### src/rtl/dmem_arbiter.sv
// dmem_arbiter: fills data memory with INIT_WORD after reset, then shares the single
// memory port between two req/ack requesters with round-robin arbitration.
module dmem_arbiter #(
  parameter int unsigned DEPTH_BYTES = 256,
  parameter logic [31:0] INIT_WORD   = 32'h0000_0001
) (
  input  logic        clk,
  input  logic        rst_n,
  input  logic        init_req,
  output logic        init_done,
  input  logic        m0_req,
  input  logic        m0_we,
  input  logic [31:0] m0_addr,
  input  logic [31:0] m0_wdata,
  output logic        m0_ack,
  output logic        m0_err,
  output logic [31:0] m0_rdata,
  input  logic        m1_req,
  input  logic        m1_we,
  input  logic [31:0] m1_addr,
  input  logic [31:0] m1_wdata,
  output logic        m1_ack,
  output logic        m1_err,
  output logic [31:0] m1_rdata,
  output logic [31:0] mem_addr,
  output logic [31:0] mem_wdata,
  output logic        mem_we,
  output logic        mem_re,
  input  logic [31:0] mem_rdata
);
  localparam int unsigned WORDS = DEPTH_BYTES / 4;
  localparam int unsigned CW = WORDS > 1 ? $clog2(WORDS) : 1;
  typedef enum logic [1:0] {INIT, IDLE, ACCESS, RESP} state_t;
  state_t state_q, state_d;
  logic [CW-1:0] cnt_q, cnt_d;
  logic init_done_q, init_done_d, last_q, last_d, win_q, win_d, we_q, we_d, err_q, err_d;
  logic [31:0] addr_q, addr_d, wdata_q, wdata_d, rdata0_q, rdata0_d, rdata1_q, rdata1_d;
  logic [31:0] mem_addr_q, mem_addr_d, mem_wdata_q, mem_wdata_d;
  logic mem_we_d, mem_re_d, bad;
  always_comb begin
    state_d = state_q;
    cnt_d = cnt_q;
    init_done_d = init_done_q;
    last_d = last_q;
    win_d = win_q;
    we_d = we_q;
    addr_d = addr_q;
    wdata_d = wdata_q;
    err_d = err_q;
    rdata0_d = rdata0_q;
    rdata1_d = rdata1_q;
    mem_we_d = 1'b0;
    mem_re_d = 1'b0;
    mem_addr_d = mem_addr_q;
    mem_wdata_d = mem_wdata_q;
    bad = addr_q[1:0] != 2'b00 || addr_q > 32'(DEPTH_BYTES - 4);
    case (state_q)
      INIT: begin
        mem_we_d = 1'b1;
        mem_addr_d = 32'(cnt_q) << 2;
        mem_wdata_d = INIT_WORD;
        cnt_d = cnt_q + 1'b1;
        if (cnt_q == CW'(WORDS - 1)) begin
          state_d = IDLE;
          init_done_d = 1'b1;
          cnt_d = '0;
        end
      end
      IDLE: begin
        if (init_req) begin
          state_d = INIT;
          init_done_d = 1'b0;
          cnt_d = '0;
        end else if (m0_req || m1_req) begin
          win_d = (m0_req && m1_req) ? ~last_q : m1_req;
          we_d = win_d ? m1_we : m0_we;
          addr_d = win_d ? m1_addr : m0_addr;
          wdata_d = win_d ? m1_wdata : m0_wdata;
          state_d = ACCESS;
        end
      end
      ACCESS: begin
        err_d = bad;
        state_d = RESP;
        if (bad) begin
          rdata0_d = win_q ? rdata0_q : '0;
          rdata1_d = win_q ? '0 : rdata1_q;
        end else begin
          mem_addr_d = addr_q;
          mem_we_d = we_q;
          mem_re_d = !we_q;
          mem_wdata_d = we_q ? wdata_q : mem_wdata_q;
          rdata0_d = (!we_q && !win_q) ? mem_rdata : rdata0_q;
          rdata1_d = (!we_q && win_q) ? mem_rdata : rdata1_q;
        end
      end
      default: begin
        last_d = win_q;
        state_d = IDLE;
      end
    endcase
  end
  always_ff @(posedge clk or negedge rst_n) begin
    if (!rst_n) begin
      state_q <= INIT;
      cnt_q <= '0;
      init_done_q <= 1'b0;
      last_q <= 1'b1;
      win_q <= 1'b0;
      we_q <= 1'b0;
      err_q <= 1'b0;
      addr_q <= '0;
      wdata_q <= '0;
      rdata0_q <= '0;
      rdata1_q <= '0;
      mem_addr_q <= '0;
      mem_wdata_q <= '0;
    end else begin
      state_q <= state_d;
      cnt_q <= cnt_d;
      init_done_q <= init_done_d;
      last_q <= last_d;
      win_q <= win_d;
      we_q <= we_d;
      err_q <= err_d;
      addr_q <= addr_d;
      wdata_q <= wdata_d;
      rdata0_q <= rdata0_d;
      rdata1_q <= rdata1_d;
      mem_addr_q <= mem_addr_d;
      mem_wdata_q <= mem_wdata_d;
    end
  end
  // Reset state is INIT, so strobes and fill data are masked while rst_n is low.
  assign mem_we = rst_n & mem_we_d;
  assign mem_re = rst_n & mem_re_d;
  assign mem_addr = mem_addr_d;
  assign mem_wdata = rst_n ? mem_wdata_d : '0;
  assign init_done = init_done_q;
  assign m0_ack = state_q == RESP && !win_q;
  assign m1_ack = state_q == RESP && win_q;
  assign m0_err = m0_ack & err_q;
  assign m1_err = m1_ack & err_q;
  assign m0_rdata = rdata0_q;
  assign m1_rdata = rdata1_q;
endmodule

### config.mk
export PLATFORM = sky130hd
export DESIGN_NAME = dmem_arbiter
export DESIGN_NICKNAME = d
export VERILOG_FILES = /design/src/rtl/dmem_arbiter.sv
export SDC_FILE = /design/constraint.sdc
export NUM_CORES = 1
export LEC_CHECK = 0
export BUFFER_PORTS_ARGS = -buffer_cell sky130_fd_sc_hd__buf_2
export CORE_ASPECT_RATIO = 1.5
export CORE_MARGIN = 5
export CORE_UTILIZATION = 43
export CTS_CLUSTER_DIAMETER = 60
export DETAILED_ROUTE_END_ITERATION = 8
export PLACE_DENSITY = 0.66
export SETUP_SLACK_MARGIN = 0.05
export SYNTH_ARGS = -nofsm -noshare
export SYNTH_HDL_FRONTEND = slang
export SYNTH_SLANG_ARGS = --single-unit
### constraint.sdc
create_clock -name clk -period 2.3 [get_ports clk]
set_input_delay 0.115 -clock clk [delete_from_list [all_inputs] [get_ports clk]]
set_output_delay 0.115 -clock clk [all_outputs]
set_load 0.01 [all_outputs]
==> metrics.md <==
| Metric | Value |
|---|---|
| First-pass GRT wire length | `43740 um` |
| Post-Route Skew | `roughly 0.013 ns` |
| TritonCTS clock tree | `done` |
| CTS Sinks | `between 200 and 250` |
| Setup slack after layout | `-0.2621 ns` |
| Leak | `a little over 7 nW` |
| Post-layout min period | `roughly 2.6 ns` |
| # fillers | `around 1600` |
| Outcome | `finished, violations left` |
| Worst Setup End Kind | `output port` |
| Gate Count Post-Synth | `between 700 and 800` |
| Via count | `8064` |
| Hold Slack | `around 0.0080 ns` |
| Fmax | `between 300 and 400 MHz` |
| Root Driver | `clkbuf_16` |
| Pint | `a little under 8 mW` |
| Synthesis-stage register bit count | `around 210` |
| Worst slew pin tran | `~0.75 ns` |
| CP arrival | `about 2.5 ns` |
| Area Overhead vs Synth | `48.86%` |
| Post-Syn Area | `about 0.0094 mm2` |
| Residual DRC count | `0` |
| Port buffer count | `between 300 and 400` |
| Post-synthesis xor/xnor area fraction | `0.0009279` |
| Final HPWL DP | `~17000 um` |
| Net count, final | `about 1400` |
| Max-Cap Viols | `0` |
| Vias/cell | `5.355` |
| # IOs | `around 300` |
| Power after layout | `about 12 mW` |
| Most common flop cell mapped by yosys | `dfrtp_1` |
| Clock Latency Late Sink | `0.51 ns` |
| Net Sw Frac | `0.3306` |
| RSZ-0062 raised after global routing | `yes` |
| Compound-Gate Fraction of Synth Area | `0.1315` |
| Post-route ant nets | `0` |
| Core area | `roughly 0.022 mm2` |
| Longest Clk Path Bufs | `3` |
| Post-synth ARST share | `1.000` |
| Yosys Warn Count | `0` |
| Drt pass-1 iters | `4` |
| Final Util | `0.6494` |
| Sw power | `between 3 and 4 mW` |
| Failing checks | `setup timing` |
| Cell Rows | `66` |
| Relative slew slack | `0.4994` |
| Largest family of logic cells by synthesized area | `multiplexers` |
| Number of enable flip-flop cells after synthesis | `0` |
| Antenna cell count | `0` |
| Multiplexer share of the synthesized area | `0.1746` |
| Most frequent cells in the layout | `290 x buf_2, 204 x dfrtp_1, 137 x dlygate4sd3_1` |
| Worst vdd ir | `718.5 uV` |
| Critical path type | `flip-flop to output port` |
| Clk slew on worst S/H paths | `around 0.07 ns` |
| Layout Cells excl Fill | `around 1500` |
| Average instance area after synthesis | `approximately 12 um2` |
| Seq/Total Area, Yosys | `0.5436` |
| Final Cycle Share | `1.114` |
| Flop pwr share | `0.415` |
| Syn nets | `933` |
| Power per cell area | `~830 mW/mm2` |
| GRT Overall Usage | `0.2165` |
| Initial cell density of the core | `0.4363` |
| Antenna violations before repair | `0` |
| DIE AREA | `about 0.025 mm2` |
| CTS Buf Count | `23` |
| Starting DRT DRC Count | `about 340` |
| Die H | `approximately 190 um` |
| Die width | `approximately 130 um` |
| Routed wire length | `29880 um` |
| Routability Congestion | `0.7971` |
| Synth Area in Simple Gates | `0.09769` |
| Cell variety after synth | `43` |
| Required time worst endpoint | `2.18 ns` |
| Commonest non-fill, non-tap cell in the layout | `buf_2` |
| H-tree depth reported by CTS | `1` |
| Post-Synth Adder-Cell Area | `0.007953` |
| Worst hold path class | `input pin to flip-flop` |
| Largest net degree at the start of global routing | `67` |
| Combinational share of power | `0.284` |
| Final setup violating endpoints | `64` |
| Final Hold Vio Count | `0` |
| Vias in the first global route | `between 8000 and 9000` |
| Total grt overflow | `0` |
| Layout cells sized above 1 | `0.4165` |
| Inst Count DP | `approximately 1300` |
| Max Slew Vio Count | `0` |
| Nature of the critical path startpoint | `flip-flop` |
| Max FO, Critical Path | `37` |
| Clock group share of total power | `0.301` |
| Wirelength per Cell | `19.84 um` |
-- final cells by class --
| cell class | instances | area, um2 | area share |
|---|---|---|---|
| flip-flops and latches | 205 | 5131 | 0.3652 |
| multi-input cells | 490 | 4144 | 0.2949 |
| repair buffers | 493 | 3697 | 0.2631 |
| clock buffers | 36 | 684.4 | 0.04871 |
| well taps | 272 | 340.3 | 0.02422 |
| clock inverters | 5 | 35.03 | 0.002493 |
| inverters | 5 | 18.77 | 0.001336 |
-- critical path: stages (launching register included) --
cell,delay [ns]
dfrtp_1,0.41
nor4_4,0.34
and3_4,0.25
buf_12,0.10
a41oi_4,0.15
buf_12,0.22
a32o_2,0.31
buf_6,0.13
-- registers in the layout, indices dropped and copies added, names as in the netlist, 2 cells and up --
| name | cells |
|---|---|
| addr_q | 32 |
| cnt_q | 6 |
| m0_rdata | 32 |
| m1_rdata | 32 |
| mem_addr_q | 32 |
| mem_wdata_q | 32 |
| state_q | 2 |
| wdata_q | 32 |
-- cells by family after synthesis --
group	Yosys count
flip-flops	205
AND/OR/NAND/NOR	178
AO/OA/AOI/OAI	168
multiplexers	134
buffers and inverters	68
adder cells (fa/ha/maj)	6
XOR/XNOR	1
-- through the flow --
step | TNS [ns] | worst slack, ns | instance area (um2)
floorplan | 0 | 0.5025 | 9439
global placement | 0 | 0.03859 | 11240
detailed placement | -0.07880 | -0.01585 | 11240
CTS | -13.70 | -0.2611 | 13660
global route | -16.35 | -0.3252 | 14050
finish | -11.43 | -0.2621 | 14050
-- final timing paths --
path / start / cells after the start / endpoint / slack (ns)
worst min-delay path: m1_wdata[30] / 3 / wdata_q[30] / 0.008
min in group asynchronous: rst_n / 2 / addr_q[27] / 0.12
max in group asynchronous: rst_n / 4 / m1_rdata[18] / 0.78
worst max register to register: addr_q[19] / 9 / m0_rdata[24] / 0.05
worst max-delay path: addr_q[19] / 7 / mem_wdata[28] / -0.26
worst min register to register: mem_addr_q[31] / 1 / mem_addr_q[31] / 0.47
-- synthesized netlist by cell type (all sizes together), types with 7 or more instances --
master,instances,area share
a21oi,70,0.037
a22o,32,0.030
a32o,31,0.033
and2,32,0.021
and3,35,0.023
buf,36,0.031
clkbuf,27,0.011
dfrtp,204,0.54
mux2,65,0.10
mux2i,69,0.073
nand2,17,0.0068
nand4,7,0.0046
nor2,71,0.028
o21ai,11,0.0058
-- repair_timing --
item,CTS,global route
endpoints found under the hold margin,121,0
endpoints found under the setup margin,82,129
gates resized for setup,39,49
pin swaps,6,16
gates cloned,2,9
setup buffers,13,10
hold buffers,137,0
-- routing by layer --
metal	track usage	share of wire	vias up
met5	0	0	-
met4	0.09264	0.045	0
met3	0.04417	0.064	91
met2	0.3863	0.52	300
met1	0.2464	0.37	3986
li1	-	-	3687
-- power groups by stage --
stage | combinational (mW) | clock (mW) | sequential [mW]
after global placement | 2.52 | 0 | 4.82
after floorplan | 1.83 | 0 | 4.70
after global routing | 3.60 | 3.74 | 4.93
after detailed placement | 2.56 | 0 | 4.85
after CTS | 2.97 | 3.57 | 4.83
final | 3.32 | 3.52 | 4.85
No activity file was read; power rests on OpenSTA's default activity.
